## config.mk

```make
export PLATFORM = sky130hd
export DESIGN_NAME = axi4lite_regbank
export DESIGN_NICKNAME = d
export VERILOG_FILES = /design/src/rtl/axi4lite_regbank.sv
export SDC_FILE = /design/constraint.sdc
export NUM_CORES = 1
export LEC_CHECK = 0
export CELL_PAD_IN_SITES_DETAIL_PLACEMENT = 1
export CELL_PAD_IN_SITES_GLOBAL_PLACEMENT = 1
export CORE_MARGIN = 3
export CORE_UTILIZATION = 38
export CTS_CLUSTER_SIZE = 24
export DETAILED_ROUTE_END_ITERATION = 6
export PLACE_DENSITY_LB_ADDON = 0.12
export SKIP_CTS_REPAIR_TIMING = 1
export SLEW_MARGIN = 0
export SYNTH_ARGS = -nofsm -noshare
export SYNTH_HDL_FRONTEND = slang
export SYNTH_SLANG_ARGS = --single-unit
```

## constraint.sdc

```tcl
create_clock -name aclk -period 1.6 [get_ports aclk]
set_clock_uncertainty 0.15 [all_clocks]
set_input_delay 0.4 -clock aclk [delete_from_list [all_inputs] [get_ports aclk]]
set_output_delay 0.4 -clock aclk [all_outputs]
set_load 0.01 [all_outputs]
```

## src/rtl/axi4lite_regbank.sv

```systemverilog
// AXI4-Lite slave exposing NREGS read/write configuration registers as flat parallel outputs,
// with byte strobes, DECERR for unmapped indices and optional write/read pipeline stages.
module axi4lite_regbank #(
    parameter int NREGS   = 4,
    parameter int DATA_W  = 32,
    parameter int WR_PIPE = 1,
    parameter int RD_PIPE = 1,
    localparam int BYTES  = DATA_W / 8,
    localparam int LSB    = $clog2(BYTES),
    localparam int IDX_W  = (NREGS > 1) ? $clog2(NREGS) : 1,
    localparam int ADDR_W = LSB + IDX_W
) (
    input  logic                    aclk,
    input  logic                    areset_n,
    input  logic                    awvalid,
    output logic                    awready,
    input  logic [ADDR_W-1:LSB]     awaddr,
    input  logic [2:0]              awprot,
    input  logic                    wvalid,
    output logic                    wready,
    input  logic [DATA_W-1:0]       wdata,
    input  logic [BYTES-1:0]        wstrb,
    output logic                    bvalid,
    input  logic                    bready,
    output logic [1:0]              bresp,
    input  logic                    arvalid,
    output logic                    arready,
    input  logic [ADDR_W-1:LSB]     araddr,
    input  logic [2:0]              arprot,
    output logic                    rvalid,
    input  logic                    rready,
    output logic [DATA_W-1:0]       rdata,
    output logic [1:0]              rresp,
    output logic [NREGS*DATA_W-1:0] regs_o,
    output logic [NREGS-1:0]        wr_strobe_o
);
    localparam logic [IDX_W:0] NREGS_C     = (IDX_W + 1)'(NREGS);
    localparam logic [1:0]     RESP_OKAY   = 2'b00;
    localparam logic [1:0]     RESP_DECERR = 2'b11;

    logic                    aw_set_q, aw_set_d, w_set_q, w_set_d, wr_done_q, wr_done_d;
    logic [IDX_W-1:0]        waddr_q, waddr_d;
    logic [DATA_W-1:0]       wdata_q, wdata_d;
    logic [BYTES-1:0]        wstrb_q, wstrb_d;
    logic                    wreq_p1_q, wreq_p1_d;
    logic [IDX_W-1:0]        widx_p1_q, widx_p1_d;
    logic [DATA_W-1:0]       wdata_p1_q, wdata_p1_d;
    logic [BYTES-1:0]        wstrb_p1_q, wstrb_p1_d;
    logic                    bvalid_q, bvalid_d;
    logic [1:0]              bresp_q, bresp_d;
    logic [NREGS*DATA_W-1:0] regs_q, regs_d;

    logic                    ar_set_q, ar_set_d, rd_done_q, rd_done_d;
    logic [IDX_W-1:0]        raddr_q, raddr_d;
    logic                    rack_p1_q, rack_p1_d;
    logic [DATA_W-1:0]       rdata_p1_q, rdata_p1_d;
    logic [1:0]              rresp_p1_q, rresp_p1_d;
    logic                    rvalid_q, rvalid_d;
    logic [DATA_W-1:0]       rdata_q, rdata_d;
    logic [1:0]              rresp_q, rresp_d;

    logic                    aw_hs, w_hs, b_hs, wr_req;
    logic                    cm_vld;
    logic [IDX_W-1:0]        cm_idx;
    logic [DATA_W-1:0]       cm_data;
    logic [BYTES-1:0]        cm_strb;
    logic [NREGS-1:0]        wr_strobe;
    logic                    ar_hs, r_hs, rd_req;
    logic [DATA_W-1:0]       rd_word;
    logic [1:0]              rd_resp;
    logic                    ra_vld;
    logic [DATA_W-1:0]       ra_data;
    logic [1:0]              ra_resp;

    logic unused_prot;
    assign unused_prot = ^{awprot, arprot};

    always_comb begin
        // Write capture: flags stay set until the B handshake, so only one write is in flight.
        aw_hs     = awvalid & ~aw_set_q;
        w_hs      = wvalid & ~w_set_q;
        b_hs      = bvalid_q & bready;
        wr_req    = aw_set_q & w_set_q & ~wr_done_q;
        aw_set_d  = (aw_set_q | aw_hs) & ~b_hs;
        w_set_d   = (w_set_q | w_hs) & ~b_hs;
        wr_done_d = (wr_done_q | wr_req) & ~b_hs;
        waddr_d   = aw_hs ? awaddr : waddr_q;
        wdata_d   = w_hs ? wdata : wdata_q;
        wstrb_d   = w_hs ? wstrb : wstrb_q;

        wreq_p1_d  = wr_req;
        widx_p1_d  = waddr_q;
        wdata_p1_d = wdata_q;
        wstrb_p1_d = wstrb_q;

        cm_vld  = (WR_PIPE != 0) ? wreq_p1_q  : wr_req;
        cm_idx  = (WR_PIPE != 0) ? widx_p1_q  : waddr_q;
        cm_data = (WR_PIPE != 0) ? wdata_p1_q : wdata_q;
        cm_strb = (WR_PIPE != 0) ? wstrb_p1_q : wstrb_q;

        regs_d    = regs_q;
        wr_strobe = '0;
        for (int i = 0; i < NREGS; i++) begin
            if (cm_vld && (cm_idx == IDX_W'(i))) begin
                wr_strobe[i] = |cm_strb;
                for (int k = 0; k < BYTES; k++) begin
                    if (cm_strb[k]) regs_d[i*DATA_W + k*8 +: 8] = cm_data[k*8 +: 8];
                end
            end
        end

        bvalid_d = (bvalid_q & ~b_hs) | cm_vld;
        bresp_d  = bresp_q;
        if (cm_vld) bresp_d = ({1'b0, cm_idx} < NREGS_C) ? RESP_OKAY : RESP_DECERR;

        // Read path: the register is sampled on the request cycle, before any same-cycle commit lands.
        ar_hs     = arvalid & ~ar_set_q;
        r_hs      = rvalid_q & rready;
        rd_req    = ar_set_q & ~rd_done_q;
        ar_set_d  = (ar_set_q | ar_hs) & ~r_hs;
        rd_done_d = (rd_done_q | rd_req) & ~r_hs;
        raddr_d   = ar_hs ? araddr : raddr_q;

        rd_word = '0;
        for (int i = 0; i < NREGS; i++) begin
            if (raddr_q == IDX_W'(i)) rd_word = regs_q[i*DATA_W +: DATA_W];
        end
        rd_resp = ({1'b0, raddr_q} < NREGS_C) ? RESP_OKAY : RESP_DECERR;

        rack_p1_d  = rd_req;
        rdata_p1_d = rd_word;
        rresp_p1_d = rd_resp;

        ra_vld  = (RD_PIPE != 0) ? rack_p1_q  : rd_req;
        ra_data = (RD_PIPE != 0) ? rdata_p1_q : rd_word;
        ra_resp = (RD_PIPE != 0) ? rresp_p1_q : rd_resp;

        rvalid_d = (rvalid_q & ~r_hs) | ra_vld;
        rdata_d  = ra_vld ? ra_data : rdata_q;
        rresp_d  = ra_vld ? ra_resp : rresp_q;
    end

    always_ff @(posedge aclk) begin
        if (!areset_n) begin
            aw_set_q   <= 1'b0;
            w_set_q    <= 1'b0;
            wr_done_q  <= 1'b0;
            waddr_q    <= '0;
            wdata_q    <= '0;
            wstrb_q    <= '0;
            wreq_p1_q  <= 1'b0;
            widx_p1_q  <= '0;
            wdata_p1_q <= '0;
            wstrb_p1_q <= '0;
            bvalid_q   <= 1'b0;
            bresp_q    <= 2'b00;
            regs_q     <= '0;
            ar_set_q   <= 1'b0;
            rd_done_q  <= 1'b0;
            raddr_q    <= '0;
            rack_p1_q  <= 1'b0;
            rdata_p1_q <= '0;
            rresp_p1_q <= 2'b00;
            rvalid_q   <= 1'b0;
            rdata_q    <= '0;
            rresp_q    <= 2'b00;
        end else begin
            aw_set_q   <= aw_set_d;
            w_set_q    <= w_set_d;
            wr_done_q  <= wr_done_d;
            waddr_q    <= waddr_d;
            wdata_q    <= wdata_d;
            wstrb_q    <= wstrb_d;
            wreq_p1_q  <= wreq_p1_d;
            widx_p1_q  <= widx_p1_d;
            wdata_p1_q <= wdata_p1_d;
            wstrb_p1_q <= wstrb_p1_d;
            bvalid_q   <= bvalid_d;
            bresp_q    <= bresp_d;
            regs_q     <= regs_d;
            ar_set_q   <= ar_set_d;
            rd_done_q  <= rd_done_d;
            raddr_q    <= raddr_d;
            rack_p1_q  <= rack_p1_d;
            rdata_p1_q <= rdata_p1_d;
            rresp_p1_q <= rresp_p1_d;
            rvalid_q   <= rvalid_d;
            rdata_q    <= rdata_d;
            rresp_q    <= rresp_d;
        end
    end

    // No commit is reported while reset is being applied.
    assign wr_strobe_o = wr_strobe & {NREGS{areset_n}};
    assign regs_o      = regs_q;
    assign awready     = ~aw_set_q;
    assign wready      = ~w_set_q;
    assign bvalid      = bvalid_q;
    assign bresp       = bresp_q;
    assign arready     = ~ar_set_q;
    assign rvalid      = rvalid_q;
    assign rdata       = rdata_q;
    assign rresp       = rresp_q;

endmodule
```

==> results list, run 1 <==
* Total count of hold-check failures in the final report: 0
- The detailed router finished its first iteration with 466 violations.
- The first global-routing pass estimated roughly 45000 µm of wire.
- Part of the total power dissipated in sequential elements: 48.7%
* Signal arrival time at the worst endpoint: 1.60 ns
- The via count of the first global-routing pass was 7913.
- The endpoint identified for the worst register-to-register timing path is regs_o[17].
- Remaining antenna violation count: 0
- Final Setup Violations: 5
- Main area contributors after synthesis: sky130_fd_sc_hd__dfxtp_1 (55%), sky130_fd_sc_hd__mux2i_1 (9.8%), sky130_fd_sc_hd__nand3_1 (6.2%)
- Routability cong.: 0.755
- Number of port buffers: 215
* Die width: 170 µm
- Sequential element share of the synthesized area: 54.6%
* WP data required: 1.05 ns
- Timing would allow up to 466 MHz.
* Largest net degree at the start of global routing: 141
* Final-layout setup total negative slack: -2.16 ns
- The number of antenna violations at the first check in global routing came to 0.
* Clock Path Buffers: 3
- Area of the die: 28900 µm²
- CP endpoint: wr_strobe_o[0]
* Combinational group share of total power: 5.6%
- After global routing, the most crowded layer is met2.
- Post-synthesis instance total: 1016
* Setup repair after global routing missed its margin: yes
- Post-synth top cells: sky130_fd_sc_hd__dfxtp_1 (279), sky130_fd_sc_hd__nand3_1 (127), sky130_fd_sc_hd__nand2_1 (107)
- Clock latency on the worst-skew pair, taken at its later pin, is 0.55 ns.
* Post-Syn Area per Cell: 10.1 µm²
- The design draws 14600 µW.
- Across the run, the number of max-cap violations was 0.
* Launching instance or port of the critical path: cm_strb[2]
- Pwr per Cell Area: 1030 nW/µm²
- The internal power of the cells totals 11300 µW.
- Worst-path clk slew: 0.06 ns
* Syn. warnings: 0
- The routed design could run at a clock period as short as 2.15 ns.
- The pre-antenna-repair detailed-routing pass consisted of 4 iterations.
- 0 antenna diodes ended up in the layout.
* Switching power summed over all nets: 3250 µW
- The initial utilization of the core area, before any placement, comes to 38.9%.
* Area of the placeable core: 26300 µm²
- Run status: finished, violations left
- Count of buffer and inverter cells on the critical path: 2
- Netlist area before placement: ~10000 µm²
* Seq cells post-synth: 279
- Remaining design rule violation count: 0
* Hold path depth: 4
- Leakage: around 0.0056 µW
- The number of different library cells used by synthesis comes to 32.
- Ports: 226
- Transition time at the pin with the least slew margin: 0.580 ns
* Worst hold path class: in2reg
- Synth-to-layout area growth: 38.6%
- The net count of the finished layout is 1301.
* CTS buffer count: 30
* Area share of the largest cell type after synthesis: 54.6%
- The final route contains a little over 8000 vias.
- Cells traversed along the worst timing path: o41ai_4 > buf_6 > nor4b_2 > buf_2
- In the global route stage, met2 resource usage came out at between 30 and 40%.
* Count leader, synth: sky130_fd_sc_hd__dfxtp_1
- The critical path is of the reg2out type.
- Cell taking the most area after synthesis: sky130_fd_sc_hd__dfxtp_1
- Ys flop type: sky130_fd_sc_hd__dfxtp_1
* Fin. max-slew vios: 0
* Number of sinks handled by clock tree synthesis: 279
* Global routing usage on met1: 27.5%
- Peak supply drop: around 0.67 mV
* Remaining global-route overflow: 0
- Slowest cell on the critical path: sky130_fd_sc_hd__o41ai_4
- Number of enable flip-flop cells after synthesis: 0
- STA classifies the critical path startpoint as a flop.
- Start of the worst register-to-register path: cm_idx[0]
* CTS tree: yes
- Family with the most delay on the worst path: compound AO/OA/AOI/OAI gates
- Aggregate global-route resource usage: 19.2%
* Relative contribution of the clock network to total power: 45.7%
- Inst Count DP: 1528
- Cells fill 53.9% of the core in the end.
- Fraction of met3 tracks used by global routing: 3.62%
- Net switching is 22.3% of the power.
- In the routed layout, each cell is associated on average with a via count of 5.02.
* Number of cells in the finished layout apart from fillers: 1607
* Violations in the final reports: negative setup slack
- Cell count of the worst reg-to-reg path: 6
* Half-perimeter wire length after detailed placement: just under 20000 µm
- In this run the register-to-register setup slack is 0.08 ns.
- After synthesis, the share of flip-flops with an asynchronous set or reset is 0%.
- Of all nets on the critical path, the largest fanout is 4.
* CTS H-tree lvls: 1
- Final routed wire length divided by cell count: 18.8 µm
- Of the cells placed in the final design, the portion with a size suffix greater than 1 is 37.6%.
* Max stage delay on crit path: 0.34 ns
* Relative slew margins: 61.3%
- Critical path endpoint category: output pin
- Site row count: approximately 60
- In this run the vertical extent of the chip is about 170 µm.
- Part of the cycle the worst path needs: 134%
* Number of cells on the critical path: 4
- In the post-route analysis, the smallest setup slack over all paths is -0.546 ns.
* Cell at the root of the clock tree: sky130_fd_sc_hd__clkbuf_16
- The routed design has 30300 µm of wire.
tightest hold or removal path, stage by stage:
cell and delay [ns]:
sky130_fd_sc_hd__clkbuf_8 0.12, sky130_fd_sc_hd__buf_4 0.17, sky130_fd_sc_hd__nand2_1 0.06, sky130_fd_sc_hd__nor2_1 0.03
cells in the final DEF, fill, tap and decap left out, types with 2 or more instances in the layout:
cell type | Yosys | final
sky130_fd_sc_hd__nand3_1 | 127 | 127
sky130_fd_sc_hd__conb_1 | 1 | 4
sky130_fd_sc_hd__buf_4 | 8 | 61
sky130_fd_sc_hd__o21ai_0 | 37 | 37
sky130_fd_sc_hd__o21a_1 | 6 | 6
sky130_fd_sc_hd__nand4bb_1 | 4 | 4
sky130_fd_sc_hd__a21boi_0 | 38 | 38
sky130_fd_sc_hd__clkdlybuf4s50_1 | 0 | 45
sky130_fd_sc_hd__nand2b_2 | 0 | 2
sky130_fd_sc_hd__o22ai_1 | 32 | 32
sky130_fd_sc_hd__clkbuf_16 | 0 | 31
sky130_fd_sc_hd__o21ai_1 | 88 | 88
sky130_fd_sc_hd__dfxtp_4 | 0 | 19
sky130_fd_sc_hd__nand4b_2 | 0 | 2
sky130_fd_sc_hd__nor2_1 | 3 | 2
sky130_fd_sc_hd__buf_6 | 5 | 105
sky130_fd_sc_hd__inv_2 | 0 | 3
sky130_fd_sc_hd__o21ai_2 | 3 | 3
sky130_fd_sc_hd__dfxtp_2 | 0 | 149
sky130_fd_sc_hd__nand4_4 | 4 | 4
sky130_fd_sc_hd__nand4b_4 | 8 | 8
sky130_fd_sc_hd__nor2b_1 | 42 | 41
sky130_fd_sc_hd__nand3_2 | 2 | 2
sky130_fd_sc_hd__clkinv_2 | 0 | 6
sky130_fd_sc_hd__buf_12 | 1 | 17
sky130_fd_sc_hd__clkbuf_1 | 18 | 11
sky130_fd_sc_hd__nand2_1 | 107 | 107
sky130_fd_sc_hd__clkbuf_8 | 0 | 9
sky130_fd_sc_hd__and2_1 | 38 | 38
sky130_fd_sc_hd__buf_2 | 35 | 30
sky130_fd_sc_hd__mux2i_1 | 100 | 100
sky130_fd_sc_hd__clkbuf_2 | 0 | 21
sky130_fd_sc_hd__dfxtp_1 | 279 | 111
routing by layer:
| metal | vias to the layer above | part of all wire, % |
|---|---|---|
| met5 | - | 0 |
| met3 | 44 | 4.9 |
| met4 | 0 | 1.6 |
| li1 | 3998 | - |
| met1 | 3834 | 48 |
| met2 | 184 | 46 |
kinds of logic (layout without fill, tap and decap cells):
logic type | Yosys count | count (layout) | synth area share, %
simple gates | 341 | 344 | 18.9
compound gates | 206 | 206 | 11.8
flops | 279 | 279 | 54.6
buf+inv | 89 | 339 | 4.85
other cells | 1 | 4 | 0.0367
mux | 100 | 100 | 9.79
per-stage QoR:
stage          setup WS [ns]  hold slack (ns)  instance area [µm²]
2_1_floorplan        -0.0260            0.241                10300
3_3_place_gp          -0.509            0.246                12900
3_5_place_dp          -0.488            0.251                12900
4_1_cts                -1.03            0.128                13900
5_1_grt               -0.601            0.144                14200
6_report              -0.546            0.142                14200
power by group through the flow:
stage                     clock (µW)  sequential, µW  combinational (µW)
after global placement             0            7280                 785
after global routing            7150            7110                 873
after floorplan                    0            7250                 470
final                           6660            7100                 809
after detailed placement           0            7280                 792
after CTS                       6810            7130                 794
state kept, by name (all words and copies together), names as in the netlist, 2 cells and up:
signal      cells
regs_o        128
rdata          32
wstrb_p1_d      4
ra_data        32
waddr_q         2
cm_strb         4
cm_data        32
wdata_p1_d     32
cm_idx          2
raddr_q         2
worst min path at each step:
stage,from,slack (ns),endpoint
3_5_place_dp,rd_done_q,0.25,ra_vld
5_1_grt,areset_n,0.14,ra_vld
4_1_cts,areset_n,0.13,ra_vld
3_3_place_gp,rd_done_q,0.25,ra_vld
6_report,areset_n,0.14,ra_vld
2_1_floorplan,rd_done_q,0.24,ra_vld
area by class of cell:
type	instances	area [µm²]
Clock inverter	6	30.0
Multi-Input combinational cell	654	4240
Inverter	3	11.3
Tap cell	335	419
Clock buffer	50	927
Timing Repair Buffer	280	2700
Sequential cell	279	5840
Fill cell	2891	12100
Note: power is estimated with default switching activity, not from simulation.
==> inputs of run 2 (changes only) <==
--- a/config.mk
+++ b/config.mk
@@ -5,10 +5,8 @@
 export SDC_FILE = /design/constraint.sdc
 export NUM_CORES = 1
 export LEC_CHECK = 0
-export CELL_PAD_IN_SITES_DETAIL_PLACEMENT = 1
-export CELL_PAD_IN_SITES_GLOBAL_PLACEMENT = 1
-export CORE_MARGIN = 3
-export CORE_UTILIZATION = 38
+export ABC_CLOCK_PERIOD_IN_PS = 1600
+export CORE_UTILIZATION = 50
 export CTS_CLUSTER_SIZE = 24
 export DETAILED_ROUTE_END_ITERATION = 6
 export PLACE_DENSITY_LB_ADDON = 0.12
==> run 2 against run 1 <==
  * Routed wire length decreased by 18%
  * Final cell count decreased by 5.3%
  * The run still ends with negative setup slack left
  * Critical path type unchanged
  * Total power decreased by 1.8%
  * Sequential share of layout area increased by 2.0 points
  * Flip-flop and latch count unchanged
  * Non-clock buffer count decreased by 10
==> results list, run 2 (synthesized netlist as in run 1, its figures left out) <==
- The TritonCTS sink count is 279 (unchanged).
* Initial Util: 51.8% (was 38.9%)
* Final routed wire length divided by cell count: 16.3 µm (was 18.8 µm)
- The number of rows created at floorplan is 51 (was 59).
- The overall fraction of global-route tracks in use came to 22.1% (was 19.2%).
- Pwr per Cell Area: 1070 nW/µm² (was 1030 nW/µm²)
* Fin crit period: 2.20 ns (was 2.15 ns)
- Routability cong.: 0.828 (was 0.755)
- The net count of the finished layout was 1288 (was 1301).
* Cells traversed along the worst timing path: o41ai_4 > buf_4 > buf_6 > nor2_4 > buf_6 (was o41ai_4 > buf_6 > nor4b_2 > buf_2)
- Area of the die: 21000 µm² (was 28900 µm²)
- The leakage power summed over all cells is 0.00544 µW (was 0.00564 µW).
- Sequential standard cell area: 5770 µm² (was 5840 µm²)
* CTS tree: yes (unchanged)
- The most common cell after layout, fill and taps aside is sky130_fd_sc_hd__dfxtp_2 (unchanged).
* Part of the cycle the worst path needs: 137% (was 134%)
* Share of the core filled with cells in the final layout: 67.7% (was 53.9%)
- Antenna violations before repair: 0 (unchanged)
* Die width: 145 µm (was 170 µm)
- Violations in the final reports: negative setup slack (unchanged)
- Via/cell ratio: 5.17 (was 5.02)
- The worst path setup slack after routing was -0.599 ns (was -0.546 ns).
- The category of the critical setup timing path is reg2out (unchanged).
- Proportion of layout cells with a drive suffix above 1: 34.0% (was 37.6%)
* Detailed Route WL: 24900 µm (was 30300 µm)
- Peak supply drop: 0.745 mV (was 0.668 mV)
- Worst hold path class: reg2reg (was in2reg)
* Run status: finished, violations left (unchanged)
- The quantity of I/O buffers inserted on ports came to 215 (unchanged).
- Via count of the first global-routing pass: 6844 (was 7913)
- The non-filler instance count after layout came to 1522 (was 1607).
- Number of flip-flops under the largest register name: 128 (unchanged)
- WP data required: 1.05 ns (about the same)
* Combined area of the multi-input logic cells: 4210 µm² (was 4240 µm²)
- The cell at the root of the clock tree was sky130_fd_sc_hd__clkbuf_16 (unchanged).
* Fill cell total of the finished layout: 1626 (was 2891)
* Wire length of the first global-routing pass: 37900 µm (was 44900 µm)
- The top fanout value on the critical path was 3 (was 4).
- Remaining design rule violation count: 0 (unchanged)
* Remaining global-route overflow: 0 (unchanged)
- The residual antenna-violating net count after detailed routing is 0 (unchanged).
- Total iterations of the first detailed-routing run: 5 (was 4)
- The deepest clock path buffer count is 3 (unchanged).
- Setup repair after global routing missed its margin: yes (unchanged).
* Max stage delay on crit path: 0.36 ns (was 0.34 ns)
* Final Setup Violations: 4 (was 5)
- Max-cap viol count: 0 (unchanged)
* Clock latency of the later-clocked register in the worst-skew pair: 0.53 ns (was 0.55 ns)
- The worst setup timing slack at the placement stage was -0.532 ns (was -0.488 ns).
- Final-layout setup total negative slack: -2.22 ns (was -2.16 ns)
* Fin. max-slew vios: 0 (unchanged)
- CTS H-tree lvls: 1 (unchanged)
- Commonest cells after routing, fill and taps aside: sky130_fd_sc_hd__dfxtp_2 (139), sky130_fd_sc_hd__dfxtp_1 (137), sky130_fd_sc_hd__nand3_1 (127) (was sky130_fd_sc_hd__dfxtp_2 (149), sky130_fd_sc_hd__nand3_1 (127), sky130_fd_sc_hd__dfxtp_1 (111))
- The data arrival time of the critical path came to 1.65 ns (was 1.60 ns).
- The endpoint kind of the worst setup timing path was an output pin (unchanged).
- Most repeated library cell on the critical path: sky130_fd_sc_hd__buf_6
- Diodes inserted: 0 (unchanged)
- Total count of hold-check failures in the final report: 0 (unchanged)
- Synth-to-layout area growth: 30.6% (was 38.6%)
- Largest net degree at the start of global routing: 161 (was 141)
- Slowest cell on the critical path: sky130_fd_sc_hd__o41ai_4 (unchanged)
* Area of the placeable core: 19700 µm² (was 26300 µm²)
* Relative slew margins: 59.7% (was 61.3%)
- The top achievable clock speed was 455 MHz (was 466 MHz).
- The starting DRC count in detailed routing is 426 (was 466).
- The sum of net half-perimeters after detailed placement came to 16400 µm (was 19700 µm).
- The type of element launching the critical path was a flop (unchanged).
- The via count of the routed design was 7869 (was 8060).
* Total Power Consumption: 14300 µW (was 14600 µW)
- Ports: 226 (unchanged)
- The height of the chip is 145 µm (was 170 µm).
- Worst-path clk slew: 0.06 ns (about the same)
* CTS buffer count: 29 (was 30)
- Inst Count DP: 1455 (was 1528)
- The actual slew at the worst max-slew pin is 0.604 ns (was 0.580 ns).
[run 2: cell types whose count changed in the layout (fill, tap and decap cells not counted), moves of 7 or more]
cell                       delta
sky130_fd_sc_hd__clkbuf_2    +85
sky130_fd_sc_hd__buf_6       -75
sky130_fd_sc_hd__dfxtp_1     +26
sky130_fd_sc_hd__dfxtp_4     -16
sky130_fd_sc_hd__buf_2       -11
sky130_fd_sc_hd__dfxtp_2     -10
sky130_fd_sc_hd__buf_4        -8
sky130_fd_sc_hd__buf_12       -7
[run 2: layer usage]
metal | global-route usage [%] | share of wire (%)
met1 | 32.1 | 48
met2 | 32.8 | 44
met3 | 4.37 | 5.7
met4 | 7.02 | 2.3
met5 | 0 | 0
[run 2: path summary, 6_finish.rpt]
path	start	endpoint	slack, ns	cells after the start
setup / recovery	cm_strb[2]	wr_strobe_o[2]	-0.60	5
hold / removal	rd_done_q	ra_vld	0.26	1
setup reg to reg	cm_idx[1]	regs_o[68]	0.06	4
hold reg to reg	rd_done_q	ra_vld	0.26	1
[run 2: layout make-up]
class,count,area share [%]
inverter,3,0.103
timing repair buffer,270,15.7
sequential,279,43.2
clock inverter,6,0.469
multi-input combinational,652,31.6
tap,265,2.48
clock buffer,47,6.39
[run 2: through the flow]
stage	area, µm²	hold slack [ns]
6_report	13300	0.258
5_1_grt	13300	0.274
4_1_cts	13600	0.257
3_5_place_dp	12700	0.248
3_3_place_gp	12700	0.243
2_1_floorplan	10300	0.241
[run 2: critical path: cells and delay by family, from the launching register on]
kind                   cells  cell delay [ns]
buffers and inverters      3             0.39
DFF                        1             0.33
and+or+nand+nor            1             0.03
AOI/OAI and AO/OA          1             0.36
[run 2: power by group]
group | leakage [µW] | switching [µW] | internal [µW]
logic | 0.00266 | 399 | 373
registers | 0.00233 | 69.5 | 7050
clock network | 0.000450 | 2620 | 3790
total | 0.00544 | 3090 | 11200
